$ cat config.mk
export PLATFORM = sky130hd
export DESIGN_NAME = ioctl_rom_loader
export DESIGN_NICKNAME = d
export VERILOG_FILES = /design/src/rtl/ioctl_loader_pkg.sv /design/src/rtl/loader_port_fifo.sv /design/src/rtl/ioctl_rom_loader.sv
export SDC_FILE = /design/constraint.sdc
export NUM_CORES = 1
export LEC_CHECK = 0
export CELL_PAD_IN_SITES_DETAIL_PLACEMENT = 0
export CELL_PAD_IN_SITES_GLOBAL_PLACEMENT = 2
export CORE_ASPECT_RATIO = 1.5
export CORE_MARGIN = 8
export CORE_UTILIZATION = 42
export DETAILED_ROUTE_END_ITERATION = 12
export PLACE_DENSITY = 0.9
export SKIP_LAST_GASP = 1
export SYNTH_ARGS = -nofsm -noshare
export SYNTH_HDL_FRONTEND = slang
export SYNTH_SLANG_ARGS = --single-unit
$ cat constraint.sdc
create_clock -name clk_sys -period 4.8 [get_ports clk_sys]
set_input_delay 1.2 -clock clk_sys [delete_from_list [all_inputs] [get_ports clk_sys]]
set_output_delay 1.2 -clock clk_sys [all_outputs]
set_load 0.01 [all_outputs]
$ cat src/rtl/ioctl_loader_pkg.sv
// ---------------------------------------------------------------------------
// ioctl_loader_pkg
// Shared types and constants for the ioctl ROM loader:
//   wr_entry_t       - one 16-bit SDRAM write request (word address, byte
//                      selects, data)
//   state_t          - download tracking state
//   BG_BASE_DEFAULT  - first byte address of the sprite/background region
//   p2_word_addr()   - remap of a sprite-region byte offset so the two
//                      sprite ROMs interleave into 32-bit words
// ---------------------------------------------------------------------------
package ioctl_loader_pkg;

  typedef struct packed {
    logic [22:0] a;
    logic [1:0]  ds;
    logic [15:0] d;
  } wr_entry_t;

  typedef enum logic [1:0] {
    IDLE,
    LOAD,
    DRAIN,
    DONE
  } state_t;

  localparam logic [24:0] BG_BASE_DEFAULT = 25'h0A000;

  // Bit 14 of the offset selects the sprite ROM and becomes the low word
  // address bit; bit 13 picks the byte lane, so the 8 KB halves of each ROM
  // land side by side in one 16-bit word.
  function automatic logic [22:0] p2_word_addr(input logic [23:0] b);
    return {b[23:15], b[12:0], b[14]};
  endfunction

endpackage

$ cat src/rtl/loader_port_fifo.sv
// ---------------------------------------------------------------------------
// loader_port_fifo
// Small FIFO of SDRAM write entries followed by a toggle-handshake issuer.
// A request is outstanding while o_req != i_ack; when nothing is outstanding
// and the FIFO holds data, the head is loaded into the output registers,
// popped, and o_req toggles in the same cycle.
// Ports:
//   clk_sys, reset        clock, asynchronous active-high reset (flushes)
//   i_push, i_a/i_ds/i_d  entry to enqueue
//   i_ack                 toggle acknowledge from the SDRAM controller
//   o_req                 toggle request
//   o_a/o_ds/o_d          request payload, stable while outstanding
//   o_drop                push refused because the FIFO was full
//   o_idle                FIFO empty and no request outstanding
// ---------------------------------------------------------------------------
module loader_port_fifo
  import ioctl_loader_pkg::*;
#(
  parameter int DEPTH = 4
) (
  input  logic        clk_sys,
  input  logic        reset,
  input  logic        i_push,
  input  logic [22:0] i_a,
  input  logic [1:0]  i_ds,
  input  logic [15:0] i_d,
  input  logic        i_ack,
  output logic        o_req,
  output logic [22:0] o_a,
  output logic [1:0]  o_ds,
  output logic [15:0] o_d,
  output logic        o_drop,
  output logic        o_idle
);

  localparam int AW = $clog2(DEPTH);
  localparam logic [AW:0] PTR_ONE = 1;

  wr_entry_t       r_mem [DEPTH];
  logic [AW:0]     r_wr_ptr;
  logic [AW:0]     r_rd_ptr;
  logic            r_req;
  wr_entry_t       r_out;

  logic            w_empty;
  logic            w_full;
  logic            w_pop;
  logic            w_wr_en;
  wr_entry_t       w_in;
  wr_entry_t       w_head;

  assign w_in    = '{a: i_a, ds: i_ds, d: i_d};
  assign w_head  = r_mem[r_rd_ptr[AW-1:0]];
  assign w_empty = (r_wr_ptr == r_rd_ptr);
  assign w_full  = (r_wr_ptr[AW] != r_rd_ptr[AW]) &&
                   (r_wr_ptr[AW-1:0] == r_rd_ptr[AW-1:0]);

  assign w_pop   = (r_req == i_ack) && !w_empty;
  // A full FIFO that pops this cycle frees the slot being written.
  assign w_wr_en = i_push && (!w_full || w_pop);
  assign o_drop  = i_push && w_full && !w_pop;
  assign o_idle  = w_empty && (r_req == i_ack);

  // NOTE: the storage array has no reset; clearing the pointers flushes it,
  // and leaving it out of reset lets it map onto plain RAM/LUT storage.
  always_ff @(posedge clk_sys) begin
    if (w_wr_en) r_mem[r_wr_ptr[AW-1:0]] <= w_in;
  end

  // NOTE: clocked state uses non-blocking assignments so every register
  // samples pre-edge values regardless of statement order.
  always_ff @(posedge clk_sys or posedge reset) begin
    if (reset) begin
      r_wr_ptr <= '0;
      r_rd_ptr <= '0;
      r_req    <= 1'b0;
      r_out    <= '0;
    end else begin
      if (w_wr_en) r_wr_ptr <= r_wr_ptr + PTR_ONE;
      if (w_pop) begin
        r_rd_ptr <= r_rd_ptr + PTR_ONE;
        r_out    <= w_head;
        r_req    <= ~r_req;
      end
    end
  end

  assign o_req = r_req;
  assign o_a   = r_out.a;
  assign o_ds  = r_out.ds;
  assign o_d   = r_out.d;

endmodule

$ cat src/rtl/ioctl_rom_loader.sv
// ---------------------------------------------------------------------------
// ioctl_rom_loader
// Converts the byte-wide data_io download stream into 16-bit toggle-handshake
// SDRAM writes. Port1 receives the whole image; port2 receives only bytes at
// or above BG_BASE, remapped so the two sprite ROMs merge into 32-bit words.
// Tracks download completion, drives rom_loaded and the core reset.
// Ports:
//   clk_sys, reset                 clock, asynchronous active-high reset
//   ioctl_downl/index/wr/addr/dout data_io download interface
//   reset_req                      external core reset request
//   port{1,2}_req/ack/a/ds/we/d    SDRAM write ports (toggle handshake)
//   rom_loaded                     image complete and fully written
//   core_reset                     reset_req | ~rom_loaded, registered
//   byte_count                     accepted bytes in the current download
//   overflow                       sticky: a byte was dropped (FIFO full)
// ---------------------------------------------------------------------------
module ioctl_rom_loader
  import ioctl_loader_pkg::*;
#(
  parameter logic [7:0]  ROM_INDEX  = 8'd0,
  parameter logic [24:0] BG_BASE    = BG_BASE_DEFAULT,
  parameter int          FIFO_DEPTH = 4
) (
  input  logic        clk_sys,
  input  logic        reset,
  input  logic        ioctl_downl,
  input  logic [7:0]  ioctl_index,
  input  logic        ioctl_wr,
  input  logic [24:0] ioctl_addr,
  input  logic [7:0]  ioctl_dout,
  input  logic        reset_req,
  output logic        port1_req,
  input  logic        port1_ack,
  output logic [22:0] port1_a,
  output logic [1:0]  port1_ds,
  output logic        port1_we,
  output logic [15:0] port1_d,
  output logic        port2_req,
  input  logic        port2_ack,
  output logic [22:0] port2_a,
  output logic [1:0]  port2_ds,
  output logic        port2_we,
  output logic [15:0] port2_d,
  output logic        rom_loaded,
  output logic        core_reset,
  output logic [24:0] byte_count,
  output logic        overflow
);

  state_t      r_state;
  logic        r_wr;
  logic        r_downl;
  logic        r_we;
  logic        r_rom_loaded;
  logic        r_core_reset;
  logic [24:0] r_byte_count;
  logic        r_overflow;

  logic        w_index_ok;
  logic        w_start;
  logic        w_fall;
  logic        w_accept;
  logic        w_p2_hit;
  logic [23:0] w_b;
  logic        w_drop1;
  logic        w_drop2;
  logic        w_idle1;
  logic        w_idle2;

  assign w_index_ok = (ioctl_index == ROM_INDEX);
  assign w_start    = ioctl_downl && !r_downl && w_index_ok;
  assign w_fall     = !ioctl_downl && r_downl;
  assign w_accept   = (r_state == LOAD) && ioctl_downl && w_index_ok &&
                      ioctl_wr && !r_wr;

  // Only the low 24 bits of the offset are ever used, so the subtraction is
  // done at that width; the compare still sees the full 25-bit address.
  assign w_p2_hit   = (ioctl_addr >= BG_BASE);
  assign w_b        = ioctl_addr[23:0] - BG_BASE[23:0];

  loader_port_fifo #(.DEPTH(FIFO_DEPTH)) u_port1 (
    .clk_sys (clk_sys),
    .reset   (reset),
    .i_push  (w_accept),
    .i_a     (ioctl_addr[23:1]),
    .i_ds    ({ioctl_addr[0], ~ioctl_addr[0]}),
    .i_d     ({ioctl_dout, ioctl_dout}),
    .i_ack   (port1_ack),
    .o_req   (port1_req),
    .o_a     (port1_a),
    .o_ds    (port1_ds),
    .o_d     (port1_d),
    .o_drop  (w_drop1),
    .o_idle  (w_idle1)
  );

  loader_port_fifo #(.DEPTH(FIFO_DEPTH)) u_port2 (
    .clk_sys (clk_sys),
    .reset   (reset),
    .i_push  (w_accept && w_p2_hit),
    .i_a     (p2_word_addr(w_b)),
    .i_ds    ({w_b[13], ~w_b[13]}),
    .i_d     ({ioctl_dout, ioctl_dout}),
    .i_ack   (port2_ack),
    .o_req   (port2_req),
    .o_a     (port2_a),
    .o_ds    (port2_ds),
    .o_d     (port2_d),
    .o_drop  (w_drop2),
    .o_idle  (w_idle2)
  );

  always_ff @(posedge clk_sys or posedge reset) begin
    if (reset) begin
      r_state      <= IDLE;
      r_wr         <= 1'b0;
      // Treat downl as already high so a download still in progress when
      // reset drops is not mistaken for a fresh start.
      r_downl      <= 1'b1;
      r_we         <= 1'b0;
      r_rom_loaded <= 1'b0;
      r_core_reset <= 1'b1;
      r_byte_count <= '0;
      r_overflow   <= 1'b0;
    end else begin
      r_wr         <= ioctl_wr;
      r_downl      <= ioctl_downl;
      r_core_reset <= reset_req | ~r_rom_loaded;

      if (w_accept)          r_byte_count <= r_byte_count + 25'd1;
      if (w_drop1 | w_drop2) r_overflow   <= 1'b1;

      case (r_state)
        IDLE, DONE: begin
          if (w_start) begin
            r_state      <= LOAD;
            r_we         <= 1'b1;
            r_rom_loaded <= 1'b0;
            r_byte_count <= '0;
            r_overflow   <= 1'b0;
          end
        end
        LOAD: begin
          if (w_fall) r_state <= DRAIN;
        end
        DRAIN: begin
          if (w_idle1 && w_idle2) begin
            r_state      <= DONE;
            r_we         <= 1'b0;
            r_rom_loaded <= 1'b1;
          end
        end
        default: r_state <= IDLE;
      endcase
    end
  end

  assign port1_we   = r_we;
  assign port2_we   = r_we;
  assign rom_loaded = r_rom_loaded;
  assign core_reset = r_core_reset;
  assign byte_count = r_byte_count;
  assign overflow   = r_overflow;

endmodule

# Yosys cells after proc, flatten, opt, wreduce, memory -nomap -nowiden

Memory sizes are Yosys's and may differ from the RTL's. A register that Yosys moved wholly into a read port is not among the register bits.
Index checks and enable logic that the tools add are counted.

Add/subtract/negate cells: 6
Magnitude comparators: 1
Multiplexer cells: 20
Eq/ne operators: 14
Bitwise operators: 7
Reductions and logical operators: 38

Operators by type and width:

| kind                                                                 | count |
|---|---|
| two-way mux 25 bit                                                   | 3 |
| adder 25 x 1 -> 25 bit (second input constant)                       | 1 |
| greater-or-equal comparator 25 x 16 -> 1 bit (second input constant) | 1 |
| subtractor 24 x 16 -> 24 bit (second input constant)                 | 1 |
| logical AND 1 bit                                                    | 21 |
| adder 3 x 1 -> 3 bit (second input constant)                         | 4 |
| two-way mux 1 bit                                                    | 11 |
| logical NOT 1 bit                                                    | 9 |
| logical NOT 8 bit                                                    | 1 |
| == test 3 bit                                                        | 2 |
| two-way mux 2 bit                                                    | 3 |
| inequality test 2 bit (second input constant)                        | 3 |
| case mux 2 bit (3 select lines)                                      | 1 |
| AND reduction 3 bit                                                  | 2 |
| NOT 1 bit                                                            | 5 |
| == test 2 bit                                                        | 2 |
| == test 2 bit (second input constant)                                | 2 |
| case mux 1 bit (2 select lines)                                      | 2 |
| == test 1 bit                                                        | 2 |
| == test 2 x 1 -> 1 bit (second input constant)                       | 1 |
| logical NOT 2 bit                                                    | 1 |
| logical OR 1 bit                                                     | 2 |
| inequality test 1 bit                                                | 2 |
| bitwise OR 1 bit                                                     | 2 |
| 2 further kinds                                                      | 2 |

Input bits: 48
Word-level logic and storage cells: 102
Output and inout bits: 114
Bits in writable memories: 328
Memories: 2
Register bits: 47

Memory list:

| name          | words | bits a word | rd ports | clocked after Yosys merged registers in | wr ports | line                   | RTL |
|---|---|---|---|---|---|---|---|
| u_port1.r_mem | 4     | 41          | 1        | 1                                       | 1        | loader_port_fifo.sv:39 | `wr_entry_t r_mem [DEPTH];` |
| u_port2.r_mem | 4     | 41          | 1        | 1                                       | 1        | loader_port_fifo.sv:39 |  |

# Depth between registers and ports, before layout

Depth in word-level cells: 12
Depth in mapped cells: 8
Mapped depth without buffers: 7

# Cells and area by module

A second synthesis with hierarchy kept.

Cell total of the unflattened synthesis: 901
Area, all modules: 18162.4 um^2

By module, submodules not included:

| module                     | cells each | seq. area each (um^2) | times used | area each (um^2) |
|---|---|---|---|---|
| loader_port_fifo (u_port1) | 343        | 6125.9                | 1          | 8052.7 |
| loader_port_fifo (u_port2) | 343        | 6125.9                | 1          | 8040.2 |
| ioctl_rom_loader           | 215        | 828.3                 | 1          | 2069.5 |

# Least setup slack after synthesis

No wires, ideal clock.

Kind: in2reg
Start: input port ioctl_index[5]
End: memory u_port2.r_mem[0][10] (netlist bit), enable pin
Cell stages on the path: 5
Library setup time: 0.393 ns
Arrival: 3.453 ns
Setup slack: 0.954 ns
Data required time: 4.407 ns
Buffers on the path: 1
Cell sequence: or4_4 > buf_6 > or4_4 > nor2_4 > and3_1

Cells in the longest elaborated chain, start to end: 8

RTL lines:

| element                                 | line                    | RTL |
|---|---|---|
| from (decl)                             | ioctl_rom_loader.sv:27  | `input logic [7:0] ioctl_index,` |
| logical NOT 8 bit                       | ioctl_rom_loader.sv:70  | `assign w_index_ok = (ioctl_index == ROM_INDEX);` |
| logical AND 1 bit (2 in a row)          | ioctl_rom_loader.sv:73  | `assign w_accept = (r_state == LOAD) && ioctl_downl && w_index_ok &&` |
| logical AND 1 bit                       | ioctl_rom_loader.sv:74  | `ioctl_wr && !r_wr;` |
| logical AND 1 bit                       | ioctl_rom_loader.sv:100 | `.i_push (w_accept && w_p2_hit),` |
| logical AND 1 bit                       | loader_port_fifo.sv:60  | `assign w_wr_en = i_push && (!w_full \|\| w_pop);` |
| two-way mux 1 bit                       | loader_port_fifo.sv:67  | `if (w_wr_en) r_mem[r_wr_ptr[AW-1:0]] <= w_in;` |
| two-way mux 1 bit (not written as such) | loader_port_fifo.sv:67  |  |
| to (decl)                               | loader_port_fifo.sv:39  |  |

Every way passes these cells.

# Worst setup path after layout

Start: input port ioctl_addr[13]
End: memory u_port2.r_mem[2][29] (netlist bit), enable pin

Cells in the longest elaborated chain, start to end: 5

RTL lines:

| element                                      | line                    | RTL |
|---|---|---|
| from (decl)                                  | ioctl_rom_loader.sv:29  | `input logic [24:0] ioctl_addr,` |
| greater-or-equal comparator 25 x 16 -> 1 bit | ioctl_rom_loader.sv:78  | `assign w_p2_hit = (ioctl_addr >= BG_BASE);` |
| logical AND 1 bit                            | ioctl_rom_loader.sv:100 |  |
| logical AND 1 bit                            | loader_port_fifo.sv:60  |  |
| two-way mux 1 bit                            | loader_port_fifo.sv:67  |  |
| two-way mux 1 bit (not written as such)      | loader_port_fifo.sv:67  |  |

Every way passes these cells.

==> impl_metrics.prom <==
# TYPE chip_impl_metric gauge
chip_impl_info{name="result_of_the_run",value="completed"} 1
chip_impl_info{name="r2r-start",value="u_port1.r_rd_ptr[1]"} 1
chip_impl_metric{name="max_slew.worst_pin.slew",unit="ns"} 1.02
chip_impl_metric{name="htree_levels",unit=""} 2
chip_impl_info{name="rsz0062_at_grt",value="no"} 1
chip_impl_metric{name="dieWidth",unit="µm"} 170
chip_impl_metric{name="combinational_power_share",unit=""} 0.269
chip_impl_metric{name="grt_pass1_wl",unit="mm"} 49.3
chip_impl_metric{name="globalRoute.totalOverflow",unit=""} 0
chip_impl_metric{name="rows",unit=""} 84
chip_impl_metric{name="start_util",unit=""} 0.425
chip_impl_metric{name="layout_min_cycle_time",unit="ns"} 3.57
chip_impl_info{name="critical_path.endpoint_type",value="flop"} 1
chip_impl_metric{name="grt_start_max_net_pins",unit=""} 65
chip_impl_metric{name="design.die.area",unit="µm²"} 41800
chip_impl_metric{name="max_freq",unit="MHz"} 280
chip_impl_metric{name="layout.nets",unit=""} 1027
chip_impl_info{name="timing.critical_path.from",value="ioctl_addr[13]"} 1
chip_impl_info{name="critPathSlowestCell",value="clkdlybuf4s50_1"} 1
chip_impl_info{name="root_buffer",value="clkbuf_16"} 1
chip_impl_metric{name="synth_mux_area_frac",unit=""} 0.152
chip_impl_metric{name="setup_viol",unit=""} 0
chip_impl_metric{name="synth_cells",unit=""} 794
chip_impl_info{name="critical_path.cell_chain",value="clkdlybuf4s50_1 -> inv_1 -> ha_1 -> nor2b_1 -> nor4b_2 -> nand3_1 -> and3_2 -> buf_12"} 1
chip_impl_metric{name="finalHoldViolations",unit=""} 0
chip_impl_info{name="critical-path-top-delay-family",value="simple AND/OR/NAND/NOR gates"} 1
chip_impl_metric{name="synth-adder-area-share",unit=""} 0.0126
chip_impl_metric{name="count_of_port_buffers_added_during_placement",unit=""} 161
chip_impl_metric{name="drt_first_iter_violations",unit=""} 433
chip_impl_metric{name="pwr-share-clk",unit=""} 0.301
chip_impl_metric{name="crit_fanout",unit=""} 20
chip_impl_metric{name="compound_gate_fraction_of_synth_area",unit=""} 0.00976
chip_impl_metric{name="seqCellArea",unit="µm²"} 10800
chip_impl_metric{name="cts_buffers",unit=""} 36
chip_impl_metric{name="post_synth_and_or_nand_nor_area_fraction",unit=""} 0.0558
chip_impl_metric{name="ys_seq_elements",unit=""} 377
chip_impl_metric{name="finalMaxSlewViolations",unit=""} 0
chip_impl_metric{name="grt_use_total",unit=""} 0.157
chip_impl_metric{name="io-pin-count",unit=""} 162
chip_impl_metric{name="totalWireLength",unit="mm"} 32.4
chip_impl_info{name="worst_hold_startpoint",value="rom_loaded"} 1
chip_impl_metric{name="cellInternalPower",unit="W"} 0.00714
chip_impl_metric{name="layout-drive-gt1-share",unit=""} 0.202
chip_impl_info{name="min-delay-path-class",value="reg2reg"} 1
chip_impl_metric{name="netlist_area",unit="µm²"} 14900
chip_impl_metric{name="n_antenna_cell",unit=""} 0
chip_impl_metric{name="worst_ep_required_time",unit="ns"} 5.03
chip_impl_metric{name="core",unit="µm²"} 35000
chip_impl_metric{name="synthToLayoutAreaGrowth",unit="%"} 22.9
chip_impl_metric{name="ant_nets",unit=""} 0
chip_impl_metric{name="synth_enable_flop_cells",unit=""} 264
chip_impl_metric{name="worst-endpoint-arrival",unit="ns"} 3.80
chip_impl_metric{name="syn-num-nets",unit=""} 857
chip_impl_info{name="worst_setup_path_start_kind",value="input pin"} 1
chip_impl_metric{name="worst_clock_skew",unit="ns"} 0.0111
chip_impl_metric{name="dp.final_hpwl",unit="mm"} 21.1
chip_impl_metric{name="route.detailed.wl_per_inst",unit="µm"} 22.1
chip_impl_metric{name="clk_pin_slew",unit="ns"} 0.06
chip_impl_metric{name="clock_sink_count",unit=""} 377
chip_impl_metric{name="power.net_switching",unit="W"} 0.00267
chip_impl_metric{name="cts_hold_buf",unit=""} 0
chip_impl_metric{name="post_cts.repair.setup_buffers",unit=""} 0
chip_impl_info{name="cts_tree",value="done"} 1
chip_impl_metric{name="power_frac_seq",unit=""} 0.429
chip_impl_metric{name="multi_input_logic_area",unit="µm²"} 3840
chip_impl_metric{name="antenna_found_initial",unit=""} 0
chip_impl_metric{name="synth.lib_cells_used.distinct",unit=""} 54
chip_impl_metric{name="clock_path_buffers",unit=""} 3
chip_impl_metric{name="critical_path.max_stage_delay",unit="ns"} 0.68
chip_impl_metric{name="async_reset_ff_frac",unit=""} 0.300
chip_impl_info{name="criticalPathCategory",value="in2reg"} 1
chip_impl_metric{name="power_leakage",unit="nW"} 6.38
chip_impl_metric{name="drt_pass1_iterations",unit=""} 5
chip_impl_metric{name="final.setup.tns",unit="ns"} 0
chip_impl_info{name="synth_flop_cell",value="edfxtp_1"} 1
chip_impl_metric{name="maxCapViolations",unit=""} 0
chip_impl_metric{name="n_fill_cell",unit=""} 2793
chip_impl_metric{name="ys_warn_count",unit=""} 0
chip_impl_metric{name="post_cts_resized",unit=""} 0
chip_impl_metric{name="drcViolationCount",unit=""} 0
chip_impl_info{name="dominant_combinational_cell_family_by_area_after_synthesis",value="multiplexers"} 1
chip_impl_metric{name="relSlewSlack",unit=""} 0.321
chip_impl_metric{name="min_period_over_period",unit=""} 0.743
chip_impl_metric{name="syn-mean-instance-area",unit="µm²"} 18.7
chip_impl_metric{name="fp.dieH",unit="µm"} 247
chip_impl_metric{name="power",unit="W"} 0.00981
chip_impl_metric{name="gpl.final_weighted_congestion",unit=""} 0.810
chip_impl_metric{name="power_density",unit="nW/µm²"} 537
chip_impl_metric{name="yosys.area_share.xor_xnor",unit=""} 0.0264
chip_impl_metric{name="power_switching_share",unit=""} 0.272
chip_impl_metric{name="ir_drop",unit="µV"} 462
chip_impl_metric{name="clkLatencyLatePin",unit="ns"} 0.52
chip_impl_metric{name="path_buf_inv",unit=""} 3
chip_impl_metric{name="via_count",unit=""} 7644
chip_impl_metric{name="synth.yosys.seq_area_share",unit=""} 0.723
chip_impl_metric{name="routed_via_density",unit=""} 5.22
chip_impl_metric{name="first_global_vias",unit=""} 8153
## placed cells by master, fill, tap and decap left out, drive strengths merged, types with 11 or more instances in the layout
cell / netlist / routed
edfxtp: 264 / 264
clkbuf: 14 / 44
nor3: 11 / 11
xnor2: 18 / 18
clkinv: 0 / 11
buf: 32 / 17
xor2: 26 / 26
nor2: 36 / 36
ha: 15 / 15
dfrtp: 111 / 111
mux4: 66 / 66
inv: 12 / 16
o21ai: 12 / 12
nand2: 16 / 16
mux2: 68 / 68
clkdlybuf4s50: 0 / 161
nand3: 16 / 16
## cell usage after synthesis, types with 2 or more instances
cell | count | area share
edfxtp_1 | 264 | 0.53
dfrtp_1 | 111 | 0.19
mux4_2 | 66 | 0.10
mux2_1 | 35 | 0.026
nor2_1 | 34 | 0.0086
mux2_2 | 33 | 0.025
xor2_1 | 25 | 0.015
xnor2_1 | 18 | 0.011
buf_4 | 17 | 0.0086
nand2_1 | 16 | 0.0040
nand3_1 | 16 | 0.0054
ha_1 | 15 | 0.013
clkbuf_1 | 14 | 0.0035
inv_1 | 12 | 0.0030
buf_2 | 10 | 0.0034
nand4_1 | 9 | 0.0038
o21ai_0 | 8 | 0.0027
and2_1 | 7 | 0.0029
nor3_1 | 7 | 0.0024
nor4_1 | 7 | 0.0029
a21oi_1 | 6 | 0.0020
and3_1 | 5 | 0.0021
or3_1 | 5 | 0.0021
buf_1 | 4 | 0.0010
nor3_2 | 4 | 0.0027
o21ai_1 | 4 | 0.0013
and4_1 | 3 | 0.0018
nand2b_1 | 3 | 0.0013
or4_4 | 3 | 0.0023
a31oi_1 | 2 | 0.00084
dfstp_2 | 2 | 0.0035
nand3b_1 | 2 | 0.0010
nor2_4 | 2 | 0.0015
nor3b_1 | 2 | 0.0010
nor4b_1 | 2 | 0.0012
nor4bb_1 | 2 | 0.0013
or4_1 | 2 | 0.0010
## cell type report
cell class | count | share of cell area
Clock buffer | 44 | 0.0521
Clock inverter | 22 | 0.0151
Inverter | 12 | 0.00260
Multi-Input combinational cell | 359 | 0.210
Sequential cell | 377 | 0.589
Tap cell | 473 | 0.0324
Timing Repair Buffer | 178 | 0.0992
## per-stage QoR
stage	hold slack, ns	instance area, µm²	util	instances	setup slack [ns]
after floorplan	0.455	14900	-	794	0.616
after global placement	0.464	17100	0.487	1399	0.734
after detailed placement	0.465	17100	0.487	1399	0.684
after CTS	0.474	18300	0.522	1465	1.23
after global routing	0.501	18300	0.522	1465	1.07
final	0.450	18300	0.522	1465	1.23
## power groups by stage
stage               logic (W)  registers [W]  clock network [W]
floorplan             0.00156        0.00421                  0
global placement      0.00267        0.00428                  0
detailed placement    0.00270        0.00429                  0
CTS                   0.00272        0.00423            0.00303
global route          0.00283        0.00426            0.00313
finish                0.00264        0.00421            0.00296
## worst paths after layout
check	to	depth (start not counted)	slack [ns]
worst max-delay path	u_port2.r_mem[2][29]	8	1.23
worst min-delay path	core_reset	1	0.45
min in group asynchronous	u_port1.o_d[11]	2	1.17
max in group asynchronous	core_reset	3	2.77
worst min register to register	core_reset	1	0.45
worst max register to register	u_port1.r_mem[0][35]	5	1.71
## cells by family after synthesis
logic type / Yosys count
buffers and inverters: 58
adder cells (fa/ha/maj): 15
XOR/XNOR: 44
multiplexers: 135
flip-flops: 377
AND/OR/NAND/NOR: 140
AO/OA/AOI/OAI: 25
## registers in the layout, indices dropped and copies added, names as in the netlist, 8 cells and up
| signal | count |
|---|---|
| u_port2.r_mem | 132 |
| byte_count | 25 |
| u_port2.o_d | 8 |
| u_port1.o_d | 8 |
| u_port1.o_a | 23 |
| u_port1.r_mem | 132 |
| u_port2.o_a | 23 |
## layer usage
layer  track usage  share of wire  vias up
met3        0.0316          0.057       44
met5             0              0        -
met2         0.287           0.54      212
met1         0.178           0.38     3982
li1              -              -     3406
met4        0.0548          0.025        0
No activity file was read; power rests on OpenSTA's default activity.
